--- config.mk ---
export PLATFORM = sky130hd
export DESIGN_NAME = song_matcher
export DESIGN_NICKNAME = d
export VERILOG_FILES = /design/src/rtl/song_matcher.sv
export SDC_FILE = /design/constraint.sdc
export NUM_CORES = 1
export LEC_CHECK = 0
export ABC_AREA = 0
export CAP_MARGIN = 5
export CORE_UTILIZATION = 42
export DETAILED_ROUTE_END_ITERATION = 10
export PLACE_DENSITY = 0.66
export SETUP_SLACK_MARGIN = 0.02
export SYNTH_ARGS = -nofsm -noshare
export SYNTH_HDL_FRONTEND = slang
export SYNTH_SLANG_ARGS = --single-unit
export TNS_END_PERCENT = 10
--- constraint.sdc ---
create_clock -name clk -period 3.1 [get_ports clk]
set_clock_uncertainty 0.2 [all_clocks]
set_input_delay 0.62 -clock clk [delete_from_list [all_inputs] [get_ports clk]]
set_output_delay 0.62 -clock clk [all_outputs]
set_load 0.005 [all_outputs]
--- src/rtl/song_matcher.sv ---
// song_matcher: key-sequence matcher. Holds a small song table and checks the
// player's synchronised key presses against a selected song, one note at a time.
module song_matcher #(
  parameter int NUM_NOTES     = 4,
  parameter int MAX_LEN       = 8,
  parameter int NUM_SONGS     = 8,
  parameter int TIMEOUT_TICKS = 16
) (
  input  logic                                                   clk,
  input  logic                                                   reset,
  input  logic                                                   tick,
  input  logic [NUM_NOTES-1:0]                                   keys_n,
  input  logic                                                   prog_we,
  input  logic [((NUM_SONGS > 1) ? $clog2(NUM_SONGS) : 1)-1:0]   prog_song,
  input  logic [((MAX_LEN > 1) ? $clog2(MAX_LEN) : 1)-1:0]       prog_idx,
  input  logic [((NUM_NOTES > 1) ? $clog2(NUM_NOTES) : 1)-1:0]   prog_note,
  input  logic                                                   len_we,
  input  logic [$clog2(MAX_LEN+1)-1:0]                           prog_len,
  input  logic                                                   start,
  input  logic [((NUM_SONGS > 1) ? $clog2(NUM_SONGS) : 1)-1:0]   song_sel,
  output logic                                                   busy,
  output logic [$clog2(MAX_LEN+1)-1:0]                           progress,
  output logic                                                   done,
  output logic                                                   pass,
  output logic                                                   fail,
  output logic [1:0]                                             fail_code
);

  localparam int SW = (NUM_SONGS > 1) ? $clog2(NUM_SONGS) : 1;
  localparam int IW = (MAX_LEN > 1) ? $clog2(MAX_LEN) : 1;
  localparam int NW = (NUM_NOTES > 1) ? $clog2(NUM_NOTES) : 1;
  localparam int LW = $clog2(MAX_LEN + 1);
  localparam int TW = $clog2(TIMEOUT_TICKS + 1);

  localparam logic [2:0] ST_IDLE         = 3'd0;
  localparam logic [2:0] ST_WAIT_PRESS   = 3'd1;
  localparam logic [2:0] ST_WAIT_RELEASE = 3'd2;
  localparam logic [2:0] ST_PASS         = 3'd3;
  localparam logic [2:0] ST_FAIL         = 3'd4;

  localparam logic [NUM_NOTES-1:0] KEY_NONE = {NUM_NOTES{1'b0}};
  localparam logic [NUM_NOTES-1:0] KEY_ONE  = {{(NUM_NOTES-1){1'b0}}, 1'b1};

  // True when more than one key bit is set (clearing the lowest set bit leaves something).
  function automatic logic multi_hot(input logic [NUM_NOTES-1:0] v);
    return (v & (v - KEY_ONE)) != KEY_NONE;
  endfunction

  logic [NUM_NOTES-1:0] k_meta_r, k_r, k_prev_r;
  logic [2:0]           state_r;
  logic [SW-1:0]        song_r;
  logic [LW-1:0]        len_cur_r;
  logic [LW-1:0]        progress_r;
  logic [TW-1:0]        timer_r;
  logic                 busy_r, done_r, pass_r, fail_r;
  logic [1:0]           fail_code_r;
  logic [LW-1:0]        len_tab_r  [NUM_SONGS];
  logic [NW-1:0]        note_tab_r [NUM_SONGS][MAX_LEN];

  logic                 press_s, idx_ok_s, song_ok_s;
  logic [LW-1:0]        start_len_s, eff_len_s, prog_next_s;
  logic [NW-1:0]        exp_note_s;
  logic [NUM_NOTES-1:0] exp_key_s;

  assign busy      = busy_r;
  assign progress  = progress_r;
  assign done      = done_r;
  assign pass      = pass_r;
  assign fail      = fail_r;
  assign fail_code = fail_code_r;

  // Decode press events, clamp the stored length and look up the expected note.
  always_comb begin
    press_s     = (k_prev_r == KEY_NONE) && (k_r != KEY_NONE);
    idx_ok_s    = ({1'b0, prog_idx} < (IW+1)'(MAX_LEN));
    song_ok_s   = ({1'b0, prog_song} < (SW+1)'(NUM_SONGS));
    start_len_s = len_tab_r[song_sel];
    if (start_len_s > LW'(MAX_LEN)) begin
      eff_len_s = LW'(MAX_LEN);
    end else begin
      eff_len_s = start_len_s;
    end
    prog_next_s = progress_r + LW'(1);
    exp_note_s  = note_tab_r[song_r][progress_r[IW-1:0]];
    exp_key_s   = KEY_ONE << exp_note_s;
  end

  // Invert the active-low keys and bring them into the clock domain; keep last cycle's value.
  always_ff @(posedge clk or posedge reset) begin
    if (reset) begin
      k_meta_r <= KEY_NONE;
      k_r      <= KEY_NONE;
      k_prev_r <= KEY_NONE;
    end else begin
      k_meta_r <= ~keys_n;
      k_r      <= k_meta_r;
      k_prev_r <= k_r;
    end
  end

  // Note table write port; contents deliberately survive reset.
  always_ff @(posedge clk) begin
    if (prog_we && !busy_r && idx_ok_s && song_ok_s) begin
      note_tab_r[prog_song][prog_idx] <= prog_note;
    end
  end

  // Song length table; lengths reset to zero so unprogrammed songs fail cleanly.
  always_ff @(posedge clk or posedge reset) begin
    if (reset) begin
      for (int i = 0; i < NUM_SONGS; i++) begin
        len_tab_r[i] <= {LW{1'b0}};
      end
    end else if (len_we && !busy_r && song_ok_s) begin
      len_tab_r[prog_song] <= prog_len;
    end
  end

  // Match FSM with registered status outputs; done pulses on entry to PASS/FAIL.
  always_ff @(posedge clk or posedge reset) begin
    if (reset) begin
      state_r     <= ST_IDLE;
      song_r      <= {SW{1'b0}};
      len_cur_r   <= {LW{1'b0}};
      progress_r  <= {LW{1'b0}};
      timer_r     <= {TW{1'b0}};
      busy_r      <= 1'b0;
      done_r      <= 1'b0;
      pass_r      <= 1'b0;
      fail_r      <= 1'b0;
      fail_code_r <= 2'd0;
    end else begin
      done_r <= 1'b0;
      case (state_r)
        ST_WAIT_PRESS: begin
          if (press_s) begin
            if (multi_hot(k_r)) begin
              state_r     <= ST_FAIL;
              busy_r      <= 1'b0;
              done_r      <= 1'b1;
              fail_r      <= 1'b1;
              fail_code_r <= 2'd2;
            end else if (k_r == exp_key_s) begin
              state_r <= ST_WAIT_RELEASE;
              timer_r <= {TW{1'b0}};
            end else begin
              state_r     <= ST_FAIL;
              busy_r      <= 1'b0;
              done_r      <= 1'b1;
              fail_r      <= 1'b1;
              fail_code_r <= 2'd1;
            end
          end else if (tick) begin
            if (timer_r == TW'(TIMEOUT_TICKS - 1)) begin
              state_r     <= ST_FAIL;
              busy_r      <= 1'b0;
              done_r      <= 1'b1;
              fail_r      <= 1'b1;
              fail_code_r <= 2'd3;
            end else begin
              timer_r <= timer_r + TW'(1);
            end
          end
        end
        ST_WAIT_RELEASE: begin
          // Timer frozen here; extra keys are ignored until everything is released.
          if (k_r == KEY_NONE) begin
            progress_r <= prog_next_s;
            if (prog_next_s == len_cur_r) begin
              state_r <= ST_PASS;
              busy_r  <= 1'b0;
              done_r  <= 1'b1;
              pass_r  <= 1'b1;
            end else begin
              state_r <= ST_WAIT_PRESS;
            end
          end
        end
        default: begin
          // IDLE, PASS and FAIL are all idle from the outside: accept a new start.
          if (start) begin
            song_r     <= song_sel;
            len_cur_r  <= eff_len_s;
            progress_r <= {LW{1'b0}};
            pass_r     <= 1'b0;
            timer_r    <= {TW{1'b0}};
            if (eff_len_s == {LW{1'b0}}) begin
              state_r     <= ST_FAIL;
              busy_r      <= 1'b0;
              done_r      <= 1'b1;
              fail_r      <= 1'b1;
              fail_code_r <= 2'd3;
            end else begin
              state_r     <= ST_WAIT_PRESS;
              busy_r      <= 1'b1;
              fail_r      <= 1'b0;
              fail_code_r <= 2'd0;
            end
          end else begin
            state_r <= ST_IDLE;
          end
        end
      endcase
    end
  end

endmodule
==> metrics.txt, run 1 <==
final critical delay including setup and external delays=~3.2 ns; PortBufs=34; Row Count=51; total negative slack=-0.0753 ns; destination of the worst register-to-register timing path=timer_r[4]; period utilization=102%; number of vias per cell after detailed routing=5.49; fill cell count=1683; wire length per cell=19.4 µm; leakage power=0.00353 µW; pwr dens=roughly 740 mW/mm²; DRC=0; capture point of the worst path=timer_r[4]; Clock H-tree levels=4; slack of the worst reg-to-reg path=-0.05 ns; number of synthesized register bits=a little under 200; most congested layer reported by global routing=met2; Final setup viols=3; wire length of the first global-routing pass=between 20000 and 30000 µm; grt ovf=0; Mean Syn Cell Area=roughly 15 µm²; Horiz. Die Dim=roughly 140 µm; die area=between 0.02 and 0.025 mm²; Synth top area share=between 40% and 50%; layout cell share with drive strength beyond 1=between 20% and 30%; most common cell in the netlist=edfxtp_1; minimum setup slack in the final design=-0.0544 ns; total design power=approximately 7400 µW; fraction of synthesis flops using an asynchronous set or reset pin=between 30% and 40%; count of max-cap constraint violations=0; DR pass1 iterations=5; max-slew violation count=0; share of the core filled with cells in the final layout=50.6%; post-DP HPWL=between 10000 and 15000 µm; maximum frequency from static timing analysis=around 320 MHz; cell type contributing the most total cell area after synthesis=edfxtp_1; Max stage delay on crit path=about 0.55 ns; global routing usage on met1=between 20% and 30%; peak fanout along the critical path=9; origin of the critical flop-to-flop path=song_r[0]; root buffer cell=clkbuf_16; total I/O pin count=35; GR Util met2=between 20 and 30%; Crit path arrival time=roughly 3.3 ns; critical path required time=about 3.2 ns; vias=just under 5k; primary flip-flop cell chosen by synthesis mapping=edfxtp_1; die height=between 100 and 150 µm; synth top area cells=edfxtp_1 (45%), dfrtp_1 (20%), mux4_2 (12%); initial antenna violation count=0; worst IR drop on VDD=a little under 0.5 mV; Post-synth EDFFs=around 130; clock-pin slew on the worst setup and hold paths=approximately 0.070 ns; M3 GR Usage=roughly 2.9%; GRT Total Usage=between 15 and 20%; maximum clock insertion buffer count=2; cells traversed along the worst timing path=buf_12 -> mux4_2 -> mux2i_4 -> mux4_2 -> a2bb2oi_4 -> mux2i_2 -> a32o_2 -> o21ai_4 -> mux2_4; clock tree from TritonCTS=built; violated checks=setup timing; RSZ-0062 raised after global routing=yes; last weighted congestion value of the routability-driven placer=about 0.87; Top cell by count, worst path=mux4_2; number of design-rule violations left by the first detailed-router iteration=520; post-synth cell types=55; signed area change from the synthesized netlist to the final layout=17.3%; Final Hold Fails=0; latest clock arrival within the worst-skew pair=roughly 0.43 ns; count of synthesis-stage warnings from yosys=0; vias in the first global route=5003; result of the run=finished, violations left; Seq/Total Area, Yosys=~66%; initial core utilization=a little over two fifths; total length of routed wires=17300 µm; final antenna-violating net count=0; n_diodes=0; number of instances in the synthesized netlist=roughly 550; type of the setup path with the least slack=reg -> reg; max_slew headroom=roughly half; number of CTS-inserted buffers=17; synth cell count leaders=edfxtp_1 (128), nor2_1 (86), dfrtp_1 (69); slowest stage cell, crit path=mux4_2; element type at the critical path start=flop; post-layout instance area=approximately 0.0099 mm²; Nets=~640; synthesized netlist net count=approximately 580; Placed Instance Area=0.00930 mm²; Critical Path End Type=flop; Core Box Area=0.0197 mm²; Worst Tran Pin Value=around 0.75 ns; Netlist Area Pre-Place=0.00848 mm²; clock tree sinks=between 150 and 200; pin count of the biggest net entering global routing=65; DP Worst Slack=-0.0858 ns; number of cells on the worst reg-to-reg path=9; path category of the worst min-delay check=reg -> reg; post-cts hold buffer count=0; startpoint of the worst setup timing path=song_r[0]
## area by class of cell
class | count | area (µm²) | area share (%)
inverters | 9 | 33.8 | 0.340
clock inverters | 10 | 73.8 | 0.742
multi-input cells | 322 | 2810 | 28.3
well taps | 265 | 332 | 3.33
repair buffers | 67 | 649 | 6.53
clock buffers | 21 | 473 | 4.75
flip-flops and latches | 197 | 5570 | 56.0
## worst min-delay path by stage
| stage | start | to | depth (start not counted) |
|---|---|---|---|
| 6_report | k_meta_r[3] | k_r[3] | 0 |
| 5_1_grt | k_meta_r[3] | k_r[3] | 0 |
| 4_1_cts | k_meta_r[3] | k_r[3] | 0 |
| 3_5_place_dp | k_meta_r[3] | k_r[3] | 0 |
| 3_3_place_gp | k_meta_r[2] | k_r[2] | 0 |
| 2_1_floorplan | k_meta_r[0] | k_r[0] | 0 |
## through the flow
step	hold slack, ns	cells
floorplan	0.131	554
global placement	0.135	857
detailed placement	0.136	857
CTS	0.144	891
global route	0.152	891
finish	0.143	891
## state kept, by name, indices dropped and copies added, names as in the netlist
register	count
pass	1
song_r	3
timer_r	5
note_tab_r	128
progress	4
k_meta_r	4
len_tab_r	32
fail	1
busy	1
done	1
state_r	3
k_r	4
fail_code	2
k_prev_r	4
len_cur_r	4
## where the power goes
group          total (µW)  internal [µW]  switching (µW)  leakage [µW]
registers            3310           3100             208       0.00200
clock network        2040           1100             938      0.000276
logic                2050           1150             900       0.00126
## worst max-delay path: cells and delay by family (launching register included)
family | cells | cell delay (ns)
buffers and inverters | 1 | 0.16
flip-flops | 1 | 0.44
multiplexers | 5 | 1.67
AO/OA/AOI/OAI | 3 | 0.57
## layer usage
layer | share of wire, % | up-vias
li1 | - | 2230
met1 | 43 | 2526
met2 | 51 | 113
met3 | 4.1 | 21
met4 | 1.6 | 0
met5 | 0 | -
## what timing repair did
| item | 4_1_cts | 5_1_grt |
|---|---|---|
| resized for setup | 8 | 9 |
| setup buffers | 3 | 0 |
| hold endpoints to repair | 0 | 0 |
| setup endpoints to repair | 11 | 11 |
| pin swaps | 2 | 7 |
## cells in the final DEF (no fill, tap or decap), types with 5 or more instances in the layout
cell type	Yosys	routed
nor3_1	5	5
mux2_2	36	35
mux4_2	44	44
dfrtp_1	69	67
clkbuf_16	0	18
nand2b_1	6	6
o31ai_1	5	5
clkdlybuf4s50_1	0	34
inv_1	9	8
nand3_1	7	7
nor2_1	86	85
clkinv_4	0	5
mux2i_1	13	10
buf_4	1	27
o21ai_0	8	8
edfxtp_1	128	128
a21oi_1	5	5
nand2_1	40	40
## cells by family after synthesis
family | count (synthesis) | share of synthesized area (%)
buffers and inverters | 35 | 1.92
multiplexers | 94 | 18.1
adder cells (fa/ha/maj) | 4 | 0.561
AO/OA/AOI/OAI | 42 | 3.78
XOR/XNOR | 4 | 0.413
AND/OR/NAND/NOR | 178 | 9.52
flip-flops | 197 | 65.7
Power figures use the tool's default switching activity.
==> inputs of run 2 (changes only) <==
SLEW_MARGIN = 10   (was unset)
==> results of run 2 <==
Final layout, timing and power as in run 1 (identical DEF).
